<file path="src/rtl/alu_pkg.sv">
// alu_pkg: opcode encoding shared by the ALU datapath, the execute stage and its bench
package alu_pkg;
  typedef enum logic [2:0] {OP_ADD, OP_SUB, OP_NOT, OP_AND, OP_OR, OP_XOR, OP_EQU, OP_BLT} alu_op_e;
  // Compare ops produce a predicate, not a value worth accumulating
  function automatic logic writes_acc(input logic [2:0] op);
    return !(op == OP_EQU || op == OP_BLT);
  endfunction
endpackage

</file>
<file path="src/rtl/alu.sv">
// alu: combinational result/flag datapath
//   op            opcode (alu_op_e encoding)
//   a, b          operands
//   y             result
//   zero          y is all zeros
//   carry         adder carry-out (for subtract, 1 = no borrow)
//   overflow      signed overflow of the adder
module alu
  import alu_pkg::*;
#(
  parameter int width = 4
) (
  input  logic [2:0]       op,
  input  logic [width-1:0] a,
  input  logic [width-1:0] b,
  output logic [width-1:0] y,
  output logic             zero,
  output logic             carry,
  output logic             overflow
);
  logic [width-1:0] bx;
  logic [width-1:0] sum;
  // The adder always runs; op[0] selects subtract (A + ~B + 1) so flags track it for every opcode
  assign bx = op[0] ? ~b : b;
  assign {carry, sum} = {1'b0, a} + {1'b0, bx} + (width+1)'(op[0]);
  assign overflow = (a[width-1] == bx[width-1]) && (sum[width-1] != a[width-1]);
  assign y = (op == OP_ADD || op == OP_SUB) ? sum :
             op == OP_NOT ? ~a :
             op == OP_AND ? a & b :
             op == OP_OR  ? a | b :
             op == OP_XOR ? a ^ b :
             op == OP_EQU ? width'(a == b) :
                            width'($signed(a) < $signed(b));
  assign zero = y == '0;
endmodule

</file>
<file path="src/rtl/alu_exec_stage.sv">
// alu_exec_stage: single-entry valid/ready execute stage with accumulator and completion counter
//   clk, rst_n                    clock, async active-low reset
//   in_valid/in_ready             request handshake; in_op, in_a, in_b, in_acc request fields
//   out_valid/out_ready           result handshake; out_result, out_zero/carry/overflow registered result
//   acc                           accumulator (operand A when in_acc=1)
//   op_count                      completed output handshakes, wrapping
module alu_exec_stage
  import alu_pkg::*;
#(
  parameter int WIDTH = 4,
  parameter int CNT_W = 8
) (
  input  logic             clk,
  input  logic             rst_n,
  input  logic             in_valid,
  output logic             in_ready,
  input  logic [2:0]       in_op,
  input  logic [WIDTH-1:0] in_a,
  input  logic [WIDTH-1:0] in_b,
  input  logic             in_acc,
  output logic             out_valid,
  input  logic             out_ready,
  output logic [WIDTH-1:0] out_result,
  output logic             out_zero,
  output logic             out_carry,
  output logic             out_overflow,
  output logic [WIDTH-1:0] acc,
  output logic [CNT_W-1:0] op_count
);
  logic             valid_q, valid_d;
  logic [WIDTH-1:0] result_q, result_d, acc_q, acc_d, op_a, y;
  logic [2:0]       flags_q, flags_d;
  logic [CNT_W-1:0] cnt_q, cnt_d;
  logic             accept, drain, zero, carry, overflow;
  assign op_a = in_acc ? acc_q : in_a;
  alu #(.width(WIDTH)) u_alu (
    .op(in_op), .a(op_a), .b(in_b), .y(y), .zero(zero), .carry(carry), .overflow(overflow)
  );
  // Downstream taking the held result frees the slot in the same cycle, so no bubble
  assign in_ready = !valid_q || out_ready;
  assign accept = in_valid && in_ready;
  assign drain = valid_q && out_ready;
  always_comb begin
    valid_d = accept ? 1'b1 : (drain ? 1'b0 : valid_q);
    result_d = accept ? y : result_q;
    flags_d = accept ? {zero, carry, overflow} : flags_q;
    acc_d = (accept && writes_acc(in_op)) ? y : acc_q;
    cnt_d = drain ? cnt_q + CNT_W'(1) : cnt_q;
  end
  always_ff @(posedge clk or negedge rst_n) begin
    if (!rst_n) begin
      valid_q <= 1'b0;
      result_q <= '0;
      flags_q <= '0;
      acc_q <= '0;
      cnt_q <= '0;
    end else begin
      valid_q <= valid_d;
      result_q <= result_d;
      flags_q <= flags_d;
      acc_q <= acc_d;
      cnt_q <= cnt_d;
    end
  end
  assign out_valid = valid_q;
  assign out_result = result_q;
  assign {out_zero, out_carry, out_overflow} = flags_q;
  assign acc = acc_q;
  assign op_count = cnt_q;
endmodule

</file>
<file path="config.mk">
export PLATFORM = sky130hd
export DESIGN_NAME = alu_exec_stage
export DESIGN_NICKNAME = d
export VERILOG_FILES = /design/src/rtl/alu_pkg.sv /design/src/rtl/alu.sv /design/src/rtl/alu_exec_stage.sv
export SDC_FILE = /design/constraint.sdc
export NUM_CORES = 1
export LEC_CHECK = 0
export ABC_AREA = 1
export BUFFER_PORTS_ARGS = -buffer_cell sky130_fd_sc_hd__buf_2
export CORE_MARGIN = 2
export CORE_UTILIZATION = 26
export CTS_BUF_LIST = sky130_fd_sc_hd__clkbuf_2
export DETAILED_ROUTE_END_ITERATION = 6
export PLACE_DENSITY = 0.45
export SLEW_MARGIN = 5
export SYNTH_ARGS = -nofsm -noshare
export SYNTH_HDL_FRONTEND = slang
export SYNTH_SLANG_ARGS = --single-unit
</file>
<file path="constraint.sdc">
create_clock -name clk -period 1.6 [get_ports clk]
set_input_delay 0.08 -clock clk [delete_from_list [all_inputs] [get_ports clk]]
set_output_delay 0.08 -clock clk [all_outputs]
set_load 0.03 [all_outputs]
</file>
==> results by stage, run 1 <==
Hold path:
- The count of cells along the worst hold path is 3.
- The worst hold endpoint is op_count[2].
- The type of the tightest min-delay check is input pin to register.
- In this run the most critical hold path is launched from out_ready.

Worst setup path:
- The launching point of the worst reg2reg path is acc[2].
- The worst setup path is captured at a register.
- For the worst flop-to-flop path, the logic depth is 11.
- The family with the most delay on the worst path is simple AND/OR/NAND/NOR gates.
- Together, buffers and inverters on the worst path number 1.
- The setup check on the worst reg-to-reg path leaves a slack of -150 ps.
- The type of origin of the critical path is a register.
- The required time of the critical path is 1820 ps.
- In this run the worst setup path begins at acc[2].
- The cell with the largest stage delay on the worst path is dfrtp_2.
- The critical path goes through inv_2 -> o21ai_4 -> ha_1 -> nand2_1 -> nand3b_2 -> nand2_1 -> nand2_1 -> nand3_1 -> nand2_1 -> nand4_1 -> nand2_1.
- The largest single stage delay on the critical path is ~440 ps.
- The arrival time of data at the critical path endpoint is 1970 ps.
- The cell type with the highest occurrence count on the critical path is nand2_1.
- The destination of the worst register-to-register timing path is flags_q[2].
- The largest fanout on the critical path is 3.
- The type of the worst setup path is register to register.

Finish:
- The final layout contains just over 300 nets.
- The number of fillers in the final layout is between 500 and 600.
- Once layout is done, the placed cells without fillers occupy 2100 um^2.
- The multi-input combinational cells in the finished layout cover a total of 1010 um^2.
- The post-synthesis to final-layout area growth is 38.9%.
- In the final layout, flip-flops and latches occupy slightly above 500 um^2.
- 0 antenna diodes ended up in the layout.
- Of the cells placed in the final design, the portion with a size suffix greater than 1 is 0.403.

Timing:
- Based on the critical path, the design can be clocked at up to between 500 and 600 MHz.
- The clock period minus worst slack is about 1800 ps.
- The number of pins with negative max-slew slack in the final report is 0.
- Setup violations remaining at the end of the flow were counted as 7.
- The share of the clock period used by the worst path after layout is 1.10.
- In this run the tightest slew margin relative to its limit is 0.671.
- The worst-case setup margin in the final layout is -155 ps.
- The worst-margin pin slew is between 400 and 500 ps.
- The total negative setup slack is -654 ps.
- Between clock sinks in the finished design, the worst skew comes to between 8 and 9 ps.
- The final hold violation count is 0.
- Setup repair after global routing could not meet its margin everywhere.

Synth:
- The sequential-to-total area share from yosys stat is 0.331.
- For this run, the number of Yosys warnings is 0.
- The net count of the mapped netlist is ~240.
- The post-synthesis cell type count is 26.
- The flip-flop and latch count after synthesis is 20.
- The average cell area after synthesis is approximately 7.3 um^2.
- The total standard cell area after synthesis is 1510 um^2.
- After technology mapping, the gate count stands at a little over 200.

Pwr:
- The total power divided by cell area is ~1100 nW/um^2.
- Across the VDD grid, the largest voltage drop is between 500 and 600 uV.
- The analysis attributes to cell leakage a power of between 1 and 1.5 nW.

Placement:
- Once detailed placement completed, the half-perimeter wirelength came to approximately 3200 um.
- The weighted congestion reported at the end of routability-driven placement is 0.796.
- The area after detailed placement is between 1500 and 2000 um^2.
- The count of buffers inserted at the top-level ports is 36.

Routing:
- The total wire length after detailed routing is around 3900 um.
- For this run, design rule violations remaining after detail routing come to 0.
- Dividing the detail-routed via count by the number of cells gives roughly 4.4.
- In this run the remaining antenna-violating nets after routing total 0.
- The number of iterations in the first detailed-routing pass is 5.
- The iteration-0 DRC count of the detailed router is approximately 50.
- After detailed routing, the average wire length per cell comes to 11.6 um.
- The detailed-route via count is roughly 1500.

CTS:
- The clock passes through at most 2 buffers.
- TritonCTS built the clock tree.
- The number of buffers created by CTS is 3.
- CTS built an H-tree with a depth of 1.
- The cell chosen for the clock root is clkbuf_2.
- The clock slew at the register clock pins of the worst setup and hold paths is 180 ps.
- Clock tree synthesis found a total of 20 sinks.
- The latest clock arrival within the worst-skew pair is approximately 310 ps.

Floorplan:
- The placeable core region is around 5600 um^2.
- The chip width is approximately 80 um.
- In this run the core area contains 27 standard-cell rows.
- The starting utilization of the core area is 0.271.
- The top-level I/O count is 37.
- The floorplan step set the die height to 80.3 um.
- The die covers between 6000 and 7000 um^2.

Global routing:
- The initial antenna violation count came to 0.
- The total global-route track usage is 0.131.
- Entering global routing, the biggest net connects 21 pins.
- The first-pass GRT wire length is around 6600 um.
- For this run the aggregate overflow at the end of global routing stands at 0.
- The via count of the first global-routing pass came to approximately 1400.

Job:
- Across the run, the number of max-cap violations was 0.

Run status:
- The run finished, with violations left.
- The final reports fail on setup timing.
==> flip-flops by register name, summed over array words and instances, names as in the netlist <==
signal      flops
op_count        8
out_valid       1
acc             4
flags_q         3
out_result      4
==> cell usage after synthesis, drive strengths merged <==
master,number,area share
nand4,3,0.012
buf,1,0.0050
or2,1,0.0041
a21oi,6,0.020
fa,1,0.013
o22ai,1,0.0041
nand3b,3,0.017
nand3,15,0.056
nor3,2,0.0099
xor2,8,0.046
mux2,1,0.0074
nor2,22,0.058
dfrtp,20,0.33
ha,16,0.13
o21ai,7,0.026
nand2,65,0.17
inv,32,0.079
xnor2,2,0.012
==> per-stage QoR <==
| stage | total power (W) | cells | setup WS (ps) | util | hold WS (ps) |
|---|---|---|---|---|---|
| 2_1_floorplan | 0.00157 | 206 | -169 | - | -216 |
| 3_3_place_gp | 0.00200 | 331 | -211 | 0.347 | 61.9 |
| 3_5_place_dp | 0.00200 | 331 | -196 | 0.347 | 58.7 |
| 4_1_cts | 0.00229 | 339 | -148 | 0.369 | 65.2 |
| 5_1_grt | 0.00251 | 340 | -326 | 0.377 | 51.9 |
| 6_report | 0.00229 | 340 | -155 | 0.377 | 78.6 |
==> how the worst max path moves through the flow <==
| stage | to | depth (start not counted) | slack, ps |
|---|---|---|---|
| after floorplan | acc[0] | 16 | -170 |
| after global placement | out_result[0] | 16 | -210 |
| after detailed placement | out_result[0] | 16 | -200 |
| after CTS | flags_q[2] | 11 | -150 |
| after global routing | acc[0] | 17 | -330 |
| final | flags_q[2] | 11 | -150 |
==> power by group <==
group          leakage, nW  total [W]  switching [W]  internal, W
sequential           0.236   0.000771       0.000107     0.000664
clock               0.0166   0.000214       0.000148    0.0000662
combinational        0.895    0.00131       0.000820     0.000490
total                 1.15    0.00229        0.00107      0.00122
==> per-layer routing <==
| layer | GRT usage | vias up | part of all wire |
|---|---|---|---|
| met2 | 0.217 | 27 | 0.46 |
| met4 | 0.0186 | 0 | 0.0030 |
| met3 | 0.0225 | 2 | 0.039 |
| met1 | 0.183 | 679 | 0.50 |
| met5 | 0 | - | 0 |
| li1 | - | 772 | - |
==> worst reg2reg max path: stages, from the launching register on <==
cell      delay (ps)
dfrtp_2          440
inv_2             80
o21ai_4           80
ha_1             330
nand2_1           60
nand3b_2         220
nand2_1           90
nand2_1           50
nand3_1          100
nand2_1           70
nand4_1          100
nand2_1           50
==> layout make-up <==
| cell class | count | share of cell area |
|---|---|---|
| clock buffer | 4 | 0.00953 |
| sequential | 20 | 0.241 |
| tap | 72 | 0.0429 |
| inverter | 32 | 0.0572 |
| timing repair buffer | 59 | 0.169 |
| multi-input combinational | 153 | 0.481 |
==> placed cells by master, fill, tap and decap left out, drive strengths merged, types with 2 or more instances in the layout <==
master	Yosys	final
clkbuf	0	4
xnor2	2	2
nand3b	3	3
dfrtp	20	20
inv	32	32
nand3	15	15
o21ai	7	7
xor2	8	8
nor3	2	2
a21oi	6	6
ha	16	16
nor2	22	22
nand2	65	65
buf	1	58
nand4	3	3
==> what timing repair did <==
action	CTS	global route
buffers inserted	3	1
cloned	0	0
gates resized for setup	15	9
pin swaps	5	5
setup endpoints to repair	8	11
hold buffers	1	0
hold endpoints to repair	20	0
==> logic make-up (layout without fill, tap and decap cells) <==
| kind of cell | Yosys count | after routing | synth area share |
|---|---|---|---|
| AOI/OAI and AO/OA | 14 | 14 | 0.0496 |
| xor gates and xnor gates | 10 | 10 | 0.0579 |
| adders and majority gates | 17 | 17 | 0.146 |
| buffers and inverters | 33 | 95 | 0.0844 |
| DFF | 20 | 20 | 0.331 |
| muxes | 1 | 1 | 0.00744 |
| and+or+nand+nor | 111 | 111 | 0.324 |
(Power assumes the default switching activity.)
==> run 2: changes to the inputs <==
--- a/config.mk
+++ b/config.mk
@@ -12,7 +12,8 @@
 export CTS_BUF_LIST = sky130_fd_sc_hd__clkbuf_2
 export DETAILED_ROUTE_END_ITERATION = 6
 export PLACE_DENSITY = 0.45
-export SLEW_MARGIN = 5
+export SLEW_MARGIN = 20
 export SYNTH_ARGS = -nofsm -noshare
 export SYNTH_HDL_FRONTEND = slang
+export SYNTH_HIERARCHICAL = 1
 export SYNTH_SLANG_ARGS = --single-unit
==> run 2 against run 1 <==
Against the previous run: the flow still finishes with violations (setup timing); worst hold slack got worse by 32 ps; global-route usage fell by 0.35 points; power rose by 17%; die area rose by 5.5%; area after synthesis rose by 5.8%; first-iteration DRC count fell by 45%; core utilization rose by 2.6 points; wire length rose by 4.0%; clock power rose by 76%; worst setup slack got worse by 190 ps; synthesized cell count fell by 1.5%; critical endpoint is now acc[0]; largest power group unchanged.
==> results by stage, run 2 <==
Run status:
- The flow ran to the end, but the final reports show violations.
- The checks that failed: setup timing.

Worst setup path:
- STA classifies the critical path endpoint as a register.
- The arrival time of data at the critical path endpoint is around 2200 ps.
- The register-to-register setup slack is -340 ps.
- The setup path with the least slack is of type register to register.
- Grouping stages by cell kind, the critical path spends the most delay in flip-flops.
- Counting both buffers and inverters, the worst setup path holds a total of 3.
- The worst register-to-register path has a depth of 16.
- The path length in cells of the critical path is 16.
- In this design, the stage delay of the slowest critical-path cell is 440 ps.
- By instance count, the cell type seen most on the critical path is nand2_1.
- The type of origin of the critical path is a register.
- In this run the worst path has a maximum fanout of 4.
- For the worst setup path, the data required time is approximately 1900 ps.
- Walking the worst path, the cells encountered are mux2_4 -> buf_4 -> ha_1 -> inv_1 -> o21ai_2 -> nand2_1 -> nand2_1 -> nand2_1 -> nand2_1 -> nand2_1 -> nand2_1 -> nand2_1 -> nand2_2 -> a21oi_2 -> inv_2 -> o21ai_2.
- For this design, the slowest cell found on the critical path is dfrtp_2.

Timing:
- The total negative setup slack is -3010 ps.
- The worst path in the final design needs a cycle of ~1900 ps, including I/O delays and setup.
- The share of the clock period used by the worst path after layout is 1.21.
- The max-slew headroom at the worst pin is 0.686.
- The maximum clock frequency is roughly 500 MHz.
- The setup-violating endpoint count in the final report is 11.
- The number of pins with negative max-slew slack in the final report is 0.
- The worst-margin pin slew is approximately 470 ps.
- The final hold violation count is 0.
- Across all setup checks in the final design, the least slack found is -342 ps.
- The worst setup skew after layout is approximately 7.6 ps.
- Setup repair after global routing could not meet its margin everywhere.

Routing:
- In the final routed layout, each cell accounts on average for between 10 and 15 um.
- The first routing iteration left 27 violations.
- The detailed-route via count is 1486.
- The number of iterations in the first detailed-routing pass is 4.
- The count of nets left with antenna violations once routing finished came out at 0.
- The number of remaining DRC errors is 0.
- In the routed layout, each cell is associated on average with a via count of roughly 4.2.
- Summed over all layers, the routed wires come to 4100 um.

Synth:
- In the synthesized netlist, the number of instances is between 200 and 250.
- nand2_1 is the most common cell in the netlist.
- Summing every instance area after synthesis gives approximately 1600 um^2.
- By area the synthesized netlist is led by dfrtp_1 31%, nand2_1 15%, ha_1 13%.
- The sequential-to-total area share from yosys stat is 0.313.
- The net count of the mapped netlist is ~240.
- In this run, distinct cell masters in the synthesized netlist total 27.
- Of all cell types, the one taking the most synthesized area is dfrtp_1.
- The average cell area after synthesis is slightly below 8 um^2.
- The number of warning messages in the yosys log is 6.
- Counting flops with an async set or reset pin after synthesis yields a share of 1.00.
- The share of synthesized area in the top cell type comes to 0.313.
- The number of flops mapped to enable cells by yosys is 0.
- After synthesis, the most frequently instantiated cells are 64 x nand2_1, 25 x inv_1, 20 x dfrtp_1.
- The most used flip-flop cell after synthesis is dfrtp_1.
- The flip-flop and latch count after synthesis is 20.

Finish:
- In the layout the commonest cells are 59 x nand2_1, 36 x buf_2, 29 x buf_4.
- The ratio of cells with drive above 1 in the final layout is 0.522.
- Relative to the synthesized area, the layout overhead comes to 49.2%.
- The flip-flop count of the largest register after layout is 8.
- Once layout is done, the placed cells without fillers occupy 2390 um^2.
- The count of inserted antenna diode cells is 0.
- The final instance count without filler cells is ~350.
- Leaving out fill and tap cells, the most frequent cell in the layout is nand2_1.
- In the final design database the tool counted 310 nets.

Floorplan:
- The die covers 6800 um^2.
- Measured along the y axis, the die boundary spans approximately 82 um.
- For this design the top-level I/O count stands at 37.
- The chip width is approximately 80 um.
- The total number of placement rows is 28.
- The placeable core region is 5920 um^2.
- The starting utilization of the core area is 0.270.

Global routing:
- The total overflow left after global routing is 0.
- The via count of the first global-routing pass was 1417.
- Entering global routing, the biggest net connects 21 pins.
- The initial antenna violation count was 0.
- The first global-routing pass estimated approximately 6600 um of wire.
- The total global-route track usage is 0.128.

CTS:
- After clock tree synthesis, the clock-pin slew on the worst setup and hold paths is 200 ps.
- The maximum level of the CTS H-tree is 1.
- The cell chosen for the clock root is clkbuf_2.
- The number of buffers created by CTS is 3.
- The clock passes through at most 2 buffers.
- TritonCTS built the clock tree.
- The latest clock arrival within the worst-skew pair is approximately 320 ps.
- The number of sinks handled by clock tree synthesis is 20.

Hold path:
- The worst hold path passes through 3 cells.
- The worst hold path belongs to the class input pin to register.

Placement:
- The weighted congestion reported at the end of routability-driven placement is ~0.77.
- In this run, placement finished with an instance count of about 340.
- Buffers placed on the I/O ports in this run total 36.
- The HPWL reported at the end of detailed placement is 3350 um.
- The area after detailed placement is between 2000 and 2500 um^2.

Job:
- The number of violations of the max-capacitance limit is 0.

Pwr:
- The leakage dissipation is 1.26 nW.
- The worst-case IR drop observed on VDD is ~530 uV.
- The total power divided by cell area is 1120 nW/um^2.
run 2: cell types whose count changed in the layout (fill, tap and decap cells not counted), sizes merged, moves of 4 or more:
cell,previous run,this run
buf,58,70
nor2,22,10
o21ai,7,14
nand3,15,10
mux2,1,5
nand2,65,69
run 2: final timing paths:
| check | start | to |
|---|---|---|
| worst max-delay path | acc[1] | acc[0] |
| worst min-delay path | out_ready | op_count[0] |
| worst max register to register | acc[1] | acc[0] |
| worst min register to register | flags_q[1] | flags_q[1] |
| max in group asynchronous | rst_n | acc[3] |
| min in group asynchronous | rst_n | out_result[0] |
run 2: logic make-up (layout without fill, tap and decap cells):
family | count (synthesis) | in the layout | synth area share
fa+ha+maj | 17 | 17 | 0.138
compound gates | 25 | 25 | 0.102
simple gates | 92 | 92 | 0.263
buf+inv | 34 | 107 | 0.0938
mux | 5 | 5 | 0.0352
flops | 20 | 20 | 0.313
xor+xnor | 10 | 10 | 0.0547
run 2: where the power goes:
group	switching, W	internal (W)
logic	0.000880	0.000655
clock network	0.000162	0.000216
registers	0.000117	0.000652
run 2: stage by stage:
stage                     hold WS [ps]  total power (W)  utilization  worst slack [ps]
after CTS                         21.6          0.00265        0.392              -358
final                             46.1          0.00268        0.403              -342
after detailed placement          63.7          0.00217        0.367              -330
after floorplan                   -216          0.00170            -              -312
after global routing              24.9          0.00291        0.403              -497
after global placement            61.9          0.00216        0.367              -311
run 2: worst min-delay path, delay by kind of cell:
family	cells	cell delay (ps)
buf+inv	1	120
simple gates	1	100
xor+xnor	1	70
run 2: repair_timing:
item,CTS,global route
buffers inserted,6,4
setup endpoints to repair,11,11
resized for setup,14,13
pin swaps,13,9
hold endpoints to repair,20,0
hold buffers,1,0
run 2: layer usage:
metal | share of wire | wire length [um] | track usage
met5 | 0 | 0 | 0
met4 | 0.0056 | 23 | 0.0150
met3 | 0.058 | 236 | 0.0283
met2 | 0.44 | 1810 | 0.197
met1 | 0.50 | 2040 | 0.187
run 2: cell type report:
cell class	count	area (um^2)
sequential	20	505
clock buffer	3	15.0
timing repair buffer	71	473
clock inverter	1	30.0
tap	75	93.8
inverter	32	143
fill	621	3530
multi-input combinational	149	1130
